[src/rtl/alu_wb_pkg.sv]
// Shared types for the ALU status writeback stage: the NZCV flag record,
// its bit positions, and a helper that assembles it from scalar flags.
package alu_wb_pkg;

   typedef struct packed {
      logic n;
      logic z;
      logic c;
      logic v;
   } alu_flags_t;

   localparam int FLAG_N = 3;
   localparam int FLAG_Z = 2;
   localparam int FLAG_C = 1;
   localparam int FLAG_V = 0;

   function automatic alu_flags_t pack_flags(input logic n, input logic z,
                                             input logic c, input logic v);
      logic [3:0] f;
      f         = 4'b0000;
      f[FLAG_N] = n;
      f[FLAG_Z] = z;
      f[FLAG_C] = c;
      f[FLAG_V] = v;
      return alu_flags_t'(f);
   endfunction

endpackage

[src/rtl/alu_wb_if.sv]
// Producer/consumer handshake bundle of the writeback stage. The slave modport
// is the stage itself; the master modport is the ALU-plus-consumer side.
interface alu_wb_if #(parameter int N = 32);
   import alu_wb_pkg::*;

   logic         in_valid;
   logic         in_ready;
   logic [N-1:0] in_result;
   logic         in_negative;
   logic         in_zero;
   logic         in_carry;
   logic         in_overflow;
   logic         in_set_flags;
   logic         out_valid;
   logic         out_ready;
   logic [N-1:0] out_result;
   alu_flags_t   out_flags;

   modport slave (
      input  in_valid, in_result, in_negative, in_zero, in_carry, in_overflow,
             in_set_flags, out_ready,
      output in_ready, out_valid, out_result, out_flags
   );

   modport master (
      output in_valid, in_result, in_negative, in_zero, in_carry, in_overflow,
             in_set_flags, out_ready,
      input  in_ready, out_valid, out_result, out_flags
   );
endinterface

[src/rtl/alu_wb_fifo.sv]
// First-word-fall-through FIFO with valid/ready on both sides. A full FIFO
// refuses pushes even when a pop happens in the same cycle.
module alu_wb_fifo #(
   parameter int W     = 36,
   parameter int DEPTH = 4
) (
   input  logic                     clock,
   input  logic                     reset_n,
   input  logic                     push_valid_i,
   output logic                     push_ready_o,
   input  logic [W-1:0]             push_data_i,
   output logic                     pop_valid_o,
   input  logic                     pop_ready_i,
   output logic [W-1:0]             pop_data_o,
   output logic [$clog2(DEPTH):0]   count_o,
   output logic                     push_o
);
   localparam int PW = $clog2(DEPTH);
   localparam int CW = PW + 1;

   logic [W-1:0]  mem_q [DEPTH];
   logic [PW-1:0] wr_ptr_q, wr_ptr_d;
   logic [PW-1:0] rd_ptr_q, rd_ptr_d;
   logic [CW-1:0] count_q, count_d;
   logic          full_s;
   logic          push_s;
   logic          pop_s;

   assign full_s       = (count_q == CW'(DEPTH));
   assign push_s       = push_valid_i && !full_s;
   assign pop_s        = (count_q != {CW{1'b0}}) && pop_ready_i;
   assign push_ready_o = !full_s;
   assign pop_valid_o  = (count_q != {CW{1'b0}});
   assign pop_data_o   = mem_q[rd_ptr_q];
   assign count_o      = count_q;
   assign push_o       = push_s;

   // Next-state for pointers and occupancy; pointers wrap modulo DEPTH.
   always_comb begin
      wr_ptr_d = wr_ptr_q;
      rd_ptr_d = rd_ptr_q;
      count_d  = count_q;
      if (push_s) begin
         wr_ptr_d = wr_ptr_q + PW'(1);
      end else begin
         wr_ptr_d = wr_ptr_q;
      end
      if (pop_s) begin
         rd_ptr_d = rd_ptr_q + PW'(1);
      end else begin
         rd_ptr_d = rd_ptr_q;
      end
      case ({push_s, pop_s})
         2'b10:   count_d = count_q + CW'(1);
         2'b01:   count_d = count_q - CW'(1);
         default: count_d = count_q;
      endcase
   end

   // Pointer and occupancy registers.
   always_ff @(posedge clock or negedge reset_n) begin
      if (!reset_n) begin
         wr_ptr_q <= {PW{1'b0}};
         rd_ptr_q <= {PW{1'b0}};
         count_q  <= {CW{1'b0}};
      end else begin
         wr_ptr_q <= wr_ptr_d;
         rd_ptr_q <= rd_ptr_d;
         count_q  <= count_d;
      end
   end

   // Entry storage, deliberately left unreset.
   always_ff @(posedge clock) begin
      if (push_s) begin
         mem_q[wr_ptr_q] <= push_data_i;
      end
   end
endmodule

[src/rtl/alu_status_writeback.sv]
// ALU writeback stage: buffers result+flags in a FWFT FIFO and keeps an NZCV
// status register. Define ALU_STICKY_OVF_EN to make status V sticky.
module alu_status_writeback
   import alu_wb_pkg::*;
#(
   parameter int N     = 32,
   parameter int DEPTH = 4
) (
   input  logic                   clock,
   input  logic                   reset_n,
   alu_wb_if.slave                bus,
   input  logic                   flags_clear,
   output alu_flags_t             status,
   output logic [$clog2(DEPTH):0] count
);
   logic [N+3:0] push_data_s;
   logic [N+3:0] pop_data_s;
   alu_flags_t   flags_in_s;
   alu_flags_t   base_s;
   alu_flags_t   status_q, status_d;
   logic         push_s;

   assign flags_in_s  = pack_flags(bus.in_negative, bus.in_zero,
                                   bus.in_carry, bus.in_overflow);
   assign push_data_s = {bus.in_result, flags_in_s};

   alu_wb_fifo #(.W(N + 4), .DEPTH(DEPTH)) u_fifo (
      .clock        (clock),
      .reset_n      (reset_n),
      .push_valid_i (bus.in_valid),
      .push_ready_o (bus.in_ready),
      .push_data_i  (push_data_s),
      .pop_valid_o  (bus.out_valid),
      .pop_ready_i  (bus.out_ready),
      .pop_data_o   (pop_data_s),
      .count_o      (count),
      .push_o       (push_s)
   );

   assign bus.out_result = pop_data_s[N+3:4];
   assign bus.out_flags  = alu_flags_t'(pop_data_s[3:0]);
   assign status         = status_q;

   // Clear takes effect first so a same-cycle flag-setting push still loads.
   always_comb begin
      base_s   = flags_clear ? alu_flags_t'(4'b0000) : status_q;
      status_d = base_s;
      if (push_s && bus.in_set_flags) begin
         status_d = flags_in_s;
`ifdef ALU_STICKY_OVF_EN
         status_d.v = base_s.v | flags_in_s.v;
`endif
      end else begin
         status_d = base_s;
      end
   end

   // Architectural status register.
   always_ff @(posedge clock or negedge reset_n) begin
      if (!reset_n) begin
         status_q <= alu_flags_t'(4'b0000);
      end else begin
         status_q <= status_d;
      end
   end
endmodule

[src/flat_wrapper.sv]
// flat-port wrapper written by rule: the top's interface ports become plain ports
module alu_status_writeback_flat import alu_wb_pkg::*;
#(
   parameter int N     = 32,
   parameter int DEPTH = 4
)
  (clock, reset_n, flags_clear, status, count, bus_in_valid, bus_in_result, bus_in_negative, bus_in_zero, bus_in_carry, bus_in_overflow, bus_in_set_flags, bus_out_ready, bus_in_ready, bus_out_valid, bus_out_result, bus_out_flags);
  alu_wb_if #(.N(N)) bus_i ();
  input  logic clock;
  input  logic reset_n;
  input  logic flags_clear;
  output alu_flags_t status;
  output logic [$clog2(DEPTH):0] count;
  input wire logic [$bits(bus_i.in_valid)-1:0] bus_in_valid;
  input wire logic [$bits(bus_i.in_result)-1:0] bus_in_result;
  input wire logic [$bits(bus_i.in_negative)-1:0] bus_in_negative;
  input wire logic [$bits(bus_i.in_zero)-1:0] bus_in_zero;
  input wire logic [$bits(bus_i.in_carry)-1:0] bus_in_carry;
  input wire logic [$bits(bus_i.in_overflow)-1:0] bus_in_overflow;
  input wire logic [$bits(bus_i.in_set_flags)-1:0] bus_in_set_flags;
  input wire logic [$bits(bus_i.out_ready)-1:0] bus_out_ready;
  output wire logic [$bits(bus_i.in_ready)-1:0] bus_in_ready;
  output wire logic [$bits(bus_i.out_valid)-1:0] bus_out_valid;
  output wire logic [$bits(bus_i.out_result)-1:0] bus_out_result;
  output wire logic [$bits(bus_i.out_flags)-1:0] bus_out_flags;
  assign bus_i.in_valid = bus_in_valid;
  assign bus_i.in_result = bus_in_result;
  assign bus_i.in_negative = bus_in_negative;
  assign bus_i.in_zero = bus_in_zero;
  assign bus_i.in_carry = bus_in_carry;
  assign bus_i.in_overflow = bus_in_overflow;
  assign bus_i.in_set_flags = bus_in_set_flags;
  assign bus_i.out_ready = bus_out_ready;
  assign bus_in_ready = bus_i.in_ready;
  assign bus_out_valid = bus_i.out_valid;
  assign bus_out_result = bus_i.out_result;
  assign bus_out_flags = bus_i.out_flags;
  alu_status_writeback #(.N(N), .DEPTH(DEPTH)) u_core (.clock(clock), .reset_n(reset_n), .bus(bus_i), .flags_clear(flags_clear), .status(status), .count(count));
endmodule
[config.mk]
export PLATFORM = sky130hd
export DESIGN_NAME = alu_status_writeback_flat
export DESIGN_NICKNAME = d
export VERILOG_FILES = /design/src/rtl/alu_wb_pkg.sv /design/src/rtl/alu_wb_if.sv /design/src/rtl/alu_wb_fifo.sv /design/src/rtl/alu_status_writeback.sv /design/src/flat_wrapper.sv
export SDC_FILE = /design/constraint.sdc
export NUM_CORES = 1
export LEC_CHECK = 0
export BUFFER_PORTS_ARGS = -buffer_cell sky130_fd_sc_hd__buf_2
export CORE_MARGIN = 2
export CORE_UTILIZATION = 56
export DETAILED_ROUTE_END_ITERATION = 8
export GPL_ROUTABILITY_DRIVEN = 0
export PLACE_DENSITY_LB_ADDON = 0.2
export SYNTH_ARGS = -nofsm -noshare
export SYNTH_HDL_FRONTEND = slang
export SYNTH_SLANG_ARGS = --single-unit
[constraint.sdc]
create_clock -name clock -period 2.36 [get_ports clock]
set_input_delay 0.354 -clock clock [delete_from_list [all_inputs] [get_ports clock]]
set_output_delay 0.354 -clock clock [all_outputs]
set_load 0.02 [all_outputs]
==> results of run 1 <==
==> final timing paths <==
path / from / endpoint / slack (ps) / depth (start not counted)
hold / removal: bus_in_result[0] / u_core.u_fifo.mem_q[2][4] / 60 / 1
setup reg to reg: u_core.u_fifo.count_o[0] / u_core.u_fifo.count_o[2] / 150 / 9
min in group asynchronous: reset_n / u_core.status[1] / 240 / 2
setup / recovery: u_core.u_fifo.rd_ptr_q[0] / bus_out_flags[3] / 140 / 3
max in group asynchronous: reset_n / u_core.u_fifo.rd_ptr_q[1] / 1880 / 2
hold reg to reg: u_core.u_fifo.count_o[2] / u_core.u_fifo.count_o[2] / 540 / 1
==> repair_timing <==
item / 4_1_cts / 5_1_grt
setup buffers: 0 / 0
hold buffers: 1 / 0
gates resized for setup: 0 / 2
endpoints found under the setup margin: 0 / 17
hold endpoints to repair: 11 / 0
==> area by class of cell <==
class                   instances  share of cell area, %
well taps                     136                   2.43
clock buffers                  24                   6.86
inverters                       6                  0.322
repair buffers                 91                   7.13
flip-flops and latches        155                   65.7
multi-input cells              69                   16.2
clock inverters                 8                   1.30
==> registers in the layout (all words and copies together), names as in the netlist <==
signal                  flops
u_core.u_fifo.wr_ptr_q      2
u_core.status               4
u_core.u_fifo.mem_q       144
u_core.u_fifo.count_o       3
u_core.u_fifo.rd_ptr_q      2
==> kinds of logic after synthesis <==
| family | share of synthesized area, % |
|---|---|
| DFF | 79.2 |
| xor gates and xnor gates | 0.905 |
| AOI/OAI and AO/OA | 0.172 |
| buffers and inverters | 1.29 |
| and+or+nand+nor | 1.66 |
| adders and majority gates | 1.42 |
| muxes | 15.4 |
==> stage by stage <==
| step | instances | worst slack [ps] | power [mW] | utilization, % | hold slack, ps |
|---|---|---|---|---|---|
| finish | 489 | 136 | 9.26 | 68.8 | 61.1 |
| global route | 489 | 6.35 | 9.72 | 68.8 | 27.9 |
| CTS | 489 | 22.3 | 9.37 | 68.7 | 43.7 |
| detailed placement | 456 | 139 | 6.83 | 63.0 | 245 |
| global placement | 456 | 219 | 6.77 | 63.0 | 241 |
| floorplan | 240 | 38.2 | 5.88 | - | 58.4 |
==> layer usage <==
layer,vias up,wire [um]
met4,0,122
met5,-,0
met3,9,535
met2,84,4810
met1,1396,3830
li1,1192,-
==> power groups by stage <==
stage | Clock [mW] | Sequential, mW | Combinational (mW)
6_report | 2.56 | 3.88 | 2.83
5_1_grt | 2.72 | 3.93 | 3.07
4_1_cts | 2.60 | 3.88 | 2.89
3_5_place_dp | 0 | 3.93 | 2.89
3_3_place_gp | 0 | 3.89 | 2.88
2_1_floorplan | 0 | 3.85 | 2.03
==> placed cells by master (no fill, tap or decap), types with 4 or more instances in the layout <==
cell,Yosys,routed
edfxtp_1,144,144
buf_2,6,86
mux4_2,36,36
clkbuf_16,0,16
dfrtp_1,11,9
inv_1,6,6
ha_1,5,5
clkbuf_8,0,5
and3_2,2,4
mux2_4,4,4
clkinv_2,0,4
==> flow_metrics.tcl, run 1 <==
set metrics [dict create \
    run_status "completed" \
    wl_per_cell_um 19.0 \
    grt_setup_unrepaired "false" \
    p_clk_share_pct 27.6 \
    drt_iter0_drc 165 \
    synthDistinctLibCells 25 \
    cts_tree "done" \
    sequential_cell_area_sq_mm 0.00460 \
    static_leakage_power_nw 2.53 \
    use_met3_pct 6.56 \
    power_density_mw_per_mm2 1320 \
    clock_path_buffers 2 \
    yosysWarnings 0 \
    synth_flop_cell "edfxtp_1" \
    p_sw_mw 2.79 \
    clk_pin_slew_ps 60 \
    achievable-frequency_mhz 450 \
    overflow_left_after_global_routing 0 \
    fin_area_sq_mm 0.00700 \
    grt.busiest_layer "met2" \
    routed_wl_um 9300 \
    power_frac_seq_pct 41.9 \
    io_buffers 86 \
    fp.dieArea_sq_mm 0.0112 \
    clock-root-buffer "clkbuf_8" \
    slew_violations 0 \
    crit_buf_inv 2 \
    row_count 37 \
    worstSetupEndpointType "output pin" \
    critPathLaunchType "flop" \
    globalRouteMet2Util_pct 29.6 \
    fin_crit_sh_pct 94.2 \
    timing.max_cap.violations 0 \
    cts_htree_levels 4 \
    dieHeight_um 106 \
    syn_avg_cell_area_sq_um 24.2 \
    switching_share_pct 30.1 \
    synth_area_sq_mm 0.00581 \
    multiInputGateArea_sq_mm 0.00114 \
    period_needed_ps 2220 \
    antennaDiodeCount 0 \
    grt_use_met1_pct 24.4 \
    ys_seq_area_share_pct 79.2 \
    maxSlewHeadroom_pct 36.5 \
    grt_start_max_net_pins 37 \
    worst-slew-pin-transition_ps 952 \
    io_pins 87 \
    core_region_area_sq_mm 0.0102 \
    synthTopCellsByArea "edfxtp_1, mux4_2, dfrtp_1" \
    areaGrowthSynthToFinish_pct 20.6 \
    postSynthNetCount 288 \
    yosys.area.top_type "edfxtp_1" \
    slowest_cell_on_crit_path "mux4_2" \
    synth.cells.most_frequent "edfxtp_1, mux4_2, dfrtp_1" \
    drive_above_1_share_pct 47.3 \
    detailed_place.area_sq_mm 0.00642 \
    clock_latency_ps 510 \
    antenna_found_initial 0 \
    cts_sinks 155 \
    filler_cell_count 654 \
    critPathRequiredTime_ps 2010 \
    number_of_flops_mapped_to_enable_cells_by_yosys 144 \
    final_nets 388 \
    synth.ff_latch_count 155 \
    detail_route.first_pass.iterations 4 \
    critPathMaxFanout 16 \
    number_of_global_route_vias_before_repair 2859 \
    antenna_left 0 \
    final.setup.tns_ps 0 \
    drt_drc_violations_left 0 \
    hold_path.class "primary input to flop" \
    grt_use_total_pct 18.6 \
    setup.worst_path.class "flop to output pin" \
    critical-path-max-stage-delay_ps 540 \
    cts_inserted_buffers 17 \
    crit_path_cell_trace "buf_6 > mux4_2 > buf_2" \
    synth_cells 240 \
    dp_hpwl_um 5600 \
    crit_family "multiplexers" \
    peakVddDrop_mv 0.767 \
    synth.top_cell.area_share_pct 74.5 \
    hold_violations 0 \
    worstPathArrival_ps 1870 \
    via_count 2681 \
    internal_power_mw 6.47 \
    routed_via_density 5.48 \
    grt_first_pass_wirelength_um 15100 \
    synth_async_sr_flop_share_pct 7.10 \
    effective_utilization_at_floorplan_pct 57.0 \
    synthMostInstantiatedCell "edfxtp_1" \
    p_comb_share_pct 30.5 \
    die_x_um 106 \
    timing.final.setup_violations 0 \
    finalClockSkew_ps 11.6 \
]
Power figures use the tool's default switching activity.
==> run 2: changes to the inputs <==
--- a/config.mk
+++ b/config.mk
@@ -10,7 +10,7 @@
 export CORE_UTILIZATION = 56
 export DETAILED_ROUTE_END_ITERATION = 8
 export GPL_ROUTABILITY_DRIVEN = 0
-export PLACE_DENSITY_LB_ADDON = 0.2
+export PLACE_DENSITY = 0.83
 export SYNTH_ARGS = -nofsm -noshare
 export SYNTH_HDL_FRONTEND = slang
 export SYNTH_SLANG_ARGS = --single-unit
==> run 2 against run 1 <==
Against the previous run: sequential power is essentially flat; total power up 0.98%; cell count stayed put; die area unchanged; clock-buffer cell count decreased by 5; via count is 0.11% higher; flip-flop and latch count stayed put; routed wire length is 8.2% higher; worst setup slack worse by 9.9 ps; largest power group unchanged; critical path depth stayed put; clock power increased by 2%; non-clock buffer count did not move.
==> flow_metrics.tcl, run 2 (synthesis results as in run 1) <==
set metrics [dict create \
    grt_start_max_net_pins 38 \
    period_needed_ps 2230 \
    drt_drc_violations_left 0 \
    antennaDiodeCount 0 \
    clock-root-buffer "clkbuf_8" \
    io_pins 87 \
    achievable-frequency_mhz 448 \
    effective_utilization_at_floorplan_pct 57.0 \
    detailed_place.area_sq_mm 0.00642 \
    layout.cells.most_common "edfxtp_1" \
    routed_wl_um 10100 \
    crit_buf_inv 2 \
    slowest_cell_on_crit_path "mux4_2" \
    timing.final.setup_violations 0 \
    largest-register "u_core.u_fifo.mem_q" \
    dp_slack_ps 159 \
    worstPathArrival_ps 1880 \
    drive_above_1_share_pct 47.0 \
    fin_crit_sh_pct 94.7 \
    worstSetupEndpointType "output pin" \
    cts_tree "done" \
    timing.max_cap.violations 0 \
    cts_post_setup_buffers_inserted 0 \
    fin_ws_ps 126 \
    p_comb_share_pct 31.0 \
    power_frac_seq_pct 41.1 \
    critPathLaunchType "flop" \
    dieHeight_um 106 \
    routed_via_density 5.49 \
    antenna_left 0 \
    cts_inserted_buffers 17 \
    antenna_found_initial 1 \
    cts_htree_levels 4 \
    final.setup.tns_ps 0 \
    worst-r2r-setup-slack_ps 150 \
    p_sw_mw 2.88 \
    drt_iter0_drc 125 \
    max_ffs_per_register 144 \
    via_count 2684 \
    mostFrequentLayoutCells "edfxtp_1, buf_2, mux4_2, clkbuf_16, dfrtp_1" \
    cts_sinks 155 \
    hold_path.class "primary input to flop" \
    hold-worst-slack_ps 45.2 \
    totalPowerFinal_mw 9.36 \
    power_density_mw_per_mm2 1340 \
    fp.dieArea_sq_mm 0.0112 \
    die_x_um 106 \
    final_nets 388 \
    wl_per_cell_um 20.6 \
    critPathMaxFanout 18 \
    grt_setup_unrepaired "false" \
    maxSlewHeadroom_pct 37.5 \
    grt_first_pass_wirelength_um 15600 \
    fin_area_sq_mm 0.00701 \
    finalClockSkew_ps 9.13 \
    critPathRequiredTime_ps 2010 \
    crit_path_cell_trace "buf_8 > mux4_2 > buf_2" \
    areaGrowthSynthToFinish_pct 20.6 \
    internal_power_mw 6.47 \
    dp_hpwl_um 5780 \
    clock_latency_ps 520 \
    io_buffers 86 \
    number_of_global_route_vias_before_repair 2852 \
    slew_violations 0 \
    clock_path_buffers 2 \
    peakVddDrop_mv 0.678 \
    setup.worst_path.class "flop to output pin" \
    worst-slew-pin-transition_ps 938 \
    static_leakage_power_nw 2.51 \
    critical-path-max-stage-delay_ps 550 \
    crit_family "multiplexers" \
    row_count 37 \
    hold_violations 0 \
    p_clk_share_pct 27.9 \
    grt_use_total_pct 19.7 \
    clk_pin_slew_ps 60 \
    overflow_left_after_global_routing 0 \
    run_status "completed" \
    switching_share_pct 30.8 \
    detail_route.first_pass.iterations 5 \
    core_region_area_sq_mm 0.0102 \
]
==> run 2: path summary, 6_finish.rpt <==
check | from | endpoint | cells after the start
max | u_core.u_fifo.rd_ptr_q[0] | bus_out_result[19] | 3
min | bus_in_result[18] | u_core.u_fifo.mem_q[0][22] | 1
max reg2reg | u_core.u_fifo.count_o[0] | u_core.u_fifo.count_o[2] | 9
min reg2reg | u_core.u_fifo.count_o[2] | u_core.u_fifo.count_o[2] | 1
max in group asynchronous | reset_n | u_core.u_fifo.rd_ptr_q[1] | 2
min in group asynchronous | reset_n | u_core.u_fifo.wr_ptr_q[0] | 2
==> run 2: area by class of cell <==
type | instances | area, sq um
Clock inverter | 13 | 150
Timing Repair Buffer | 91 | 503
Clock buffer | 19 | 422
Tap cell | 136 | 170
Sequential cell | 155 | 4600
Fill cell | 676 | 3180
Inverter | 6 | 22.5
Multi-Input combinational cell | 69 | 1140
==> run 2: worst register-to-register path: stages (launching register included) <==
cell     delay (ps)
dfrtp_1         440
or3b_1          430
and2_1          210
inv_1            60
ha_1            170
inv_1            60
fa_1            370
xor2_1          150
nor2_1          110
xor2_1          150
==> run 2: what timing repair did <==
item / CTS / global route
resized for setup: 1 / 1
hold endpoints to repair: 11 / 0
endpoints found under the setup margin: 16 / 1
hold buffers: 1 / 0
==> run 2: power groups by stage <==
stage          sequential (mW)  combinational [mW]  clock (mW)
2_1_floorplan             3.85                2.03           0
5_1_grt                   3.89                3.13        2.77
3_5_place_dp              3.88                2.95           0
4_1_cts                   3.85                2.97        2.65
6_report                  3.85                2.90        2.61
3_3_place_gp              3.83                2.93           0
==> run 2: per-layer routing <==
layer	part of all wire [%]	GRT usage, %	vias to the layer above
li1	-	-	1203
met1	41	25.7	1367
met2	51	31.4	98
met3	6.5	6.86	14
met4	1.0	6.77	2
met5	0.13	0	-
==> run 2: per-stage QoR <==
| step | util, % | std cells |
|---|---|---|
| global placement | 63.0 | 456 |
| global route | 68.8 | 489 |
| detailed placement | 63.0 | 456 |
| finish | 68.8 | 489 |
| CTS | 68.7 | 489 |
| floorplan | - | 240 |
==> run 3: changes to the inputs <==
--- a/config.mk
+++ b/config.mk
@@ -5,12 +5,13 @@
 export SDC_FILE = /design/constraint.sdc
 export NUM_CORES = 1
 export LEC_CHECK = 0
+export ABC_AREA = 1
 export BUFFER_PORTS_ARGS = -buffer_cell sky130_fd_sc_hd__buf_2
 export CORE_MARGIN = 2
 export CORE_UTILIZATION = 56
 export DETAILED_ROUTE_END_ITERATION = 8
 export GPL_ROUTABILITY_DRIVEN = 0
-export PLACE_DENSITY = 0.83
+export PLACE_DENSITY = 0.82
 export SYNTH_ARGS = -nofsm -noshare
 export SYNTH_HDL_FRONTEND = slang
 export SYNTH_SLANG_ARGS = --single-unit
==> run 3 against run 2 <==
Against the previous run: area after synthesis rose by 3.4%; critical path depth rose by 2; non-clock buffer count grew 8; die area up 3.3%; utilization is 0.51 points higher; synthesized cell count rose by 73%; global-route usage is 1.8 points higher; combinational power up 23%; critical endpoint is now bus_out_result[30]; largest power group unchanged.
==> flow_metrics.tcl, run 3 <==
set metrics [dict create \
    cts_sinks 155 \
    cts_tree "done" \
    io_pins 87 \
    power_density_mw_per_mm2 1400 \
    number_of_flops_mapped_to_enable_cells_by_yosys 144 \
    hold_path.class "primary input to flop" \
    fin_crit_sh_pct 95.1 \
    timing.rr.start "u_core.u_fifo.count_o[0]" \
    setup.worst_path.class "flop to output pin" \
    synthMostInstantiatedCell "edfxtp_1" \
    yosysWarnings 0 \
    synthTopCellsByArea "edfxtp_1, nor2_1, dfrtp_1" \
    synth_area_sq_mm 0.00600 \
    antennaDiodeCount 0 \
    critPathMaxFanout 19 \
    synth_async_sr_flop_share_pct 7.10 \
    static_leakage_power_nw 2.62 \
    drive_above_1_share_pct 26.4 \
    clock_latency_ps 530 \
    p_comb_share_pct 35.4 \
    largest-register "u_core.u_fifo.mem_q" \
    effective_utilization_at_floorplan_pct 57.9 \
    power_frac_seq_pct 38.1 \
    peakVddDrop_mv 0.710 \
    finalClockSkew_ps 5.32 \
    critical-path-max-stage-delay_ps 410 \
    grt_start_max_net_pins 74 \
    worst-slew-pin-transition_ps 303 \
    cts_htree_levels 4 \
    drt_drc_violations_left 0 \
    clock_path_buffers 2 \
    yosys.area.top_type "edfxtp_1" \
    dp_slack_ps 387 \
    synth_cells 414 \
    detailed_place.area_sq_mm 0.00655 \
    wl_per_cell_um 17.8 \
    syn_avg_cell_area_sq_um 14.5 \
    io_buffers 86 \
    p_sw_mw 3.69 \
    met2_wirelength_from_detailed_routing_um 5990 \
    synth.ff_latch_count 155 \
    period_needed_ps 2240 \
    slew_violations 0 \
    hold_violations 0 \
    worstSetupEndpointType "output pin" \
    number_of_global_route_vias_before_repair 3676 \
    antenna_left 0 \
    drt_iter0_drc 310 \
    crit_path_cell_trace "inv_4 > buf_4 > o21ai_0 > o22ai_1 > buf_2" \
    postSynthNetCount 462 \
    dieHeight_um 108 \
    die_x_um 108 \
    synthDistinctLibCells 25 \
    antenna_found_initial 0 \
    worstPathArrival_ps 1890 \
    maxSlewHeadroom_pct 79.8 \
    grt_first_pass_wirelength_um 18100 \
    core_region_area_sq_mm 0.0104 \
    route.top_layer_used "met4" \
    p_clk_share_pct 26.5 \
    synth.top_cell.area_share_pct 72.0 \
    slowest_cell_on_crit_path "dfrtp_1" \
    mostFrequentLayoutCells "edfxtp_1, buf_2, nor2_1, o21ai_0, o22ai_1" \
    fin_area_sq_mm 0.00719 \
    overflow_left_after_global_routing 0 \
    critPathLaunchType "flop" \
    grt_setup_unrepaired "false" \
    grt_use_total_pct 21.5 \
    final_nets 558 \
    synth_flop_cell "edfxtp_1" \
    met3WireLength_um 847 \
    via_count 3712 \
    routed_via_density 5.63 \
    setup.worst_path.start "u_core.u_fifo.rd_ptr_q[1]" \
    cts_inserted_buffers 17 \
    timing.max_cap.violations 0 \
    critPathRequiredTime_ps 2010 \
    synth.cells.most_frequent "edfxtp_1, nor2_1, o21ai_0" \
    internal_power_mw 6.35 \
    fp.dieArea_sq_mm 0.0116 \
    fin_ws_ps 116 \
    detail_route.first_pass.iterations 5 \
    clk_pin_slew_ps 60 \
    row_count 37 \
    routed_wl_um 11700 \
    worstHoldStart "bus_in_result[12]" \
    m1WireLength_um 4590 \
    timing.final.setup_violations 0 \
    areaGrowthSynthToFinish_pct 19.7 \
    run_status "completed" \
    clock-root-buffer "clkbuf_8" \
    switching_share_pct 36.7 \
    achievable-frequency_mhz 446 \
    layout.cells.most_common "edfxtp_1" \
    max_ffs_per_register 144 \
    dp_hpwl_um 6750 \
    ys_seq_area_share_pct 76.6 \
]
==> run 3: cell count changes in the layout (fill, tap and decap cells not counted), sizes merged, moves of 5 or more <==
cell   previous run  this run
and3              5         0
buf              90        98
inv               7        17
mux2              5         0
mux4             36         0
nand2             1        13
nand3             0         5
nor2              1        77
o21ai             0        74
o22ai             0        36
==> run 3: power by group through the flow <==
| stage | Sequential (mW) | Combinational [mW] | Clock (mW) |
|---|---|---|---|
| floorplan | 3.87 | 2.50 | 0 |
| global placement | 3.87 | 3.35 | 0 |
| detailed placement | 3.89 | 3.46 | 0 |
| CTS | 3.83 | 3.55 | 2.69 |
| global route | 3.86 | 3.88 | 2.81 |
| finish | 3.82 | 3.56 | 2.66 |
==> run 3: critical path, delay by kind of cell (launching register included) <==
family          cells  cell delay [ps]
compound gates      2              320
buf+inv             3              630
flops               1              410
==> run 3: kinds of logic (layout without fill, tap and decap cells) <==
group	after synthesis	after routing	synth area share [%]
buffers and inverters	37	146	4.46
DFF	155	155	76.6
xor gates and xnor gates	5	5	0.729
AOI/OAI and AO/OA	111	111	10.0
and+or+nand+nor	100	100	6.79
adders and majority gates	6	6	1.38
==> run 3: path summary, 6_finish.rpt <==
check                                              to  slack (ps)  cells after the start
min reg2reg                          u_core.status[1]         520                      2
min                        u_core.u_fifo.mem_q[2][16]          40                      1
min in group asynchronous   u_core.u_fifo.wr_ptr_q[1]         230                      2
max                                bus_out_result[30]         120                      5
max in group asynchronous   u_core.u_fifo.rd_ptr_q[0]        1880                      2
max reg2reg                  u_core.u_fifo.count_o[2]         400                      9
==> run 3: stage by stage <==
| step | power [mW] | hold slack [ps] | std cells | setup TNS (ps) | utilization [%] |
|---|---|---|---|---|---|
| after floorplan | 6.37 | 58.4 | 414 | -68550 | - |
| final | 10.0 | 37.9 | 659 | 0 | 69.3 |
| after detailed placement | 7.35 | 250 | 624 | 0 | 63.1 |
| after global placement | 7.21 | 245 | 624 | 0 | 63.1 |
| after CTS | 10.1 | 12.8 | 658 | 0 | 69.1 |
| after global routing | 10.5 | 15.1 | 659 | 0 | 69.3 |
==> run 3: final cells by class <==
type	count	area [sq um]
Clock buffer	19	422
Tap cell	136	170
Multi-Input combinational cell	222	1170
Clock inverter	13	169
Sequential cell	155	4600
Inverter	15	75.1
Timing Repair Buffer	99	579
Fill cell	699	3180
==> run 3: per-layer routing <==
layer / up-vias / track usage (%)
met3: 26 / 7.57
met4: 0 / 10.4
li1: 1734 / -
met1: 1803 / 25.6
met2: 149 / 35.0
met5: - / 0
==> run 3: what timing repair did <==
item / 4_1_cts / 5_1_grt
resized for setup: 4 / 4
setup endpoints to repair: 33 / 4
hold endpoints to repair: 11 / 0
pin swaps: 0 / 0
hold buffers: 1 / 0
setup buffers: 1 / 1
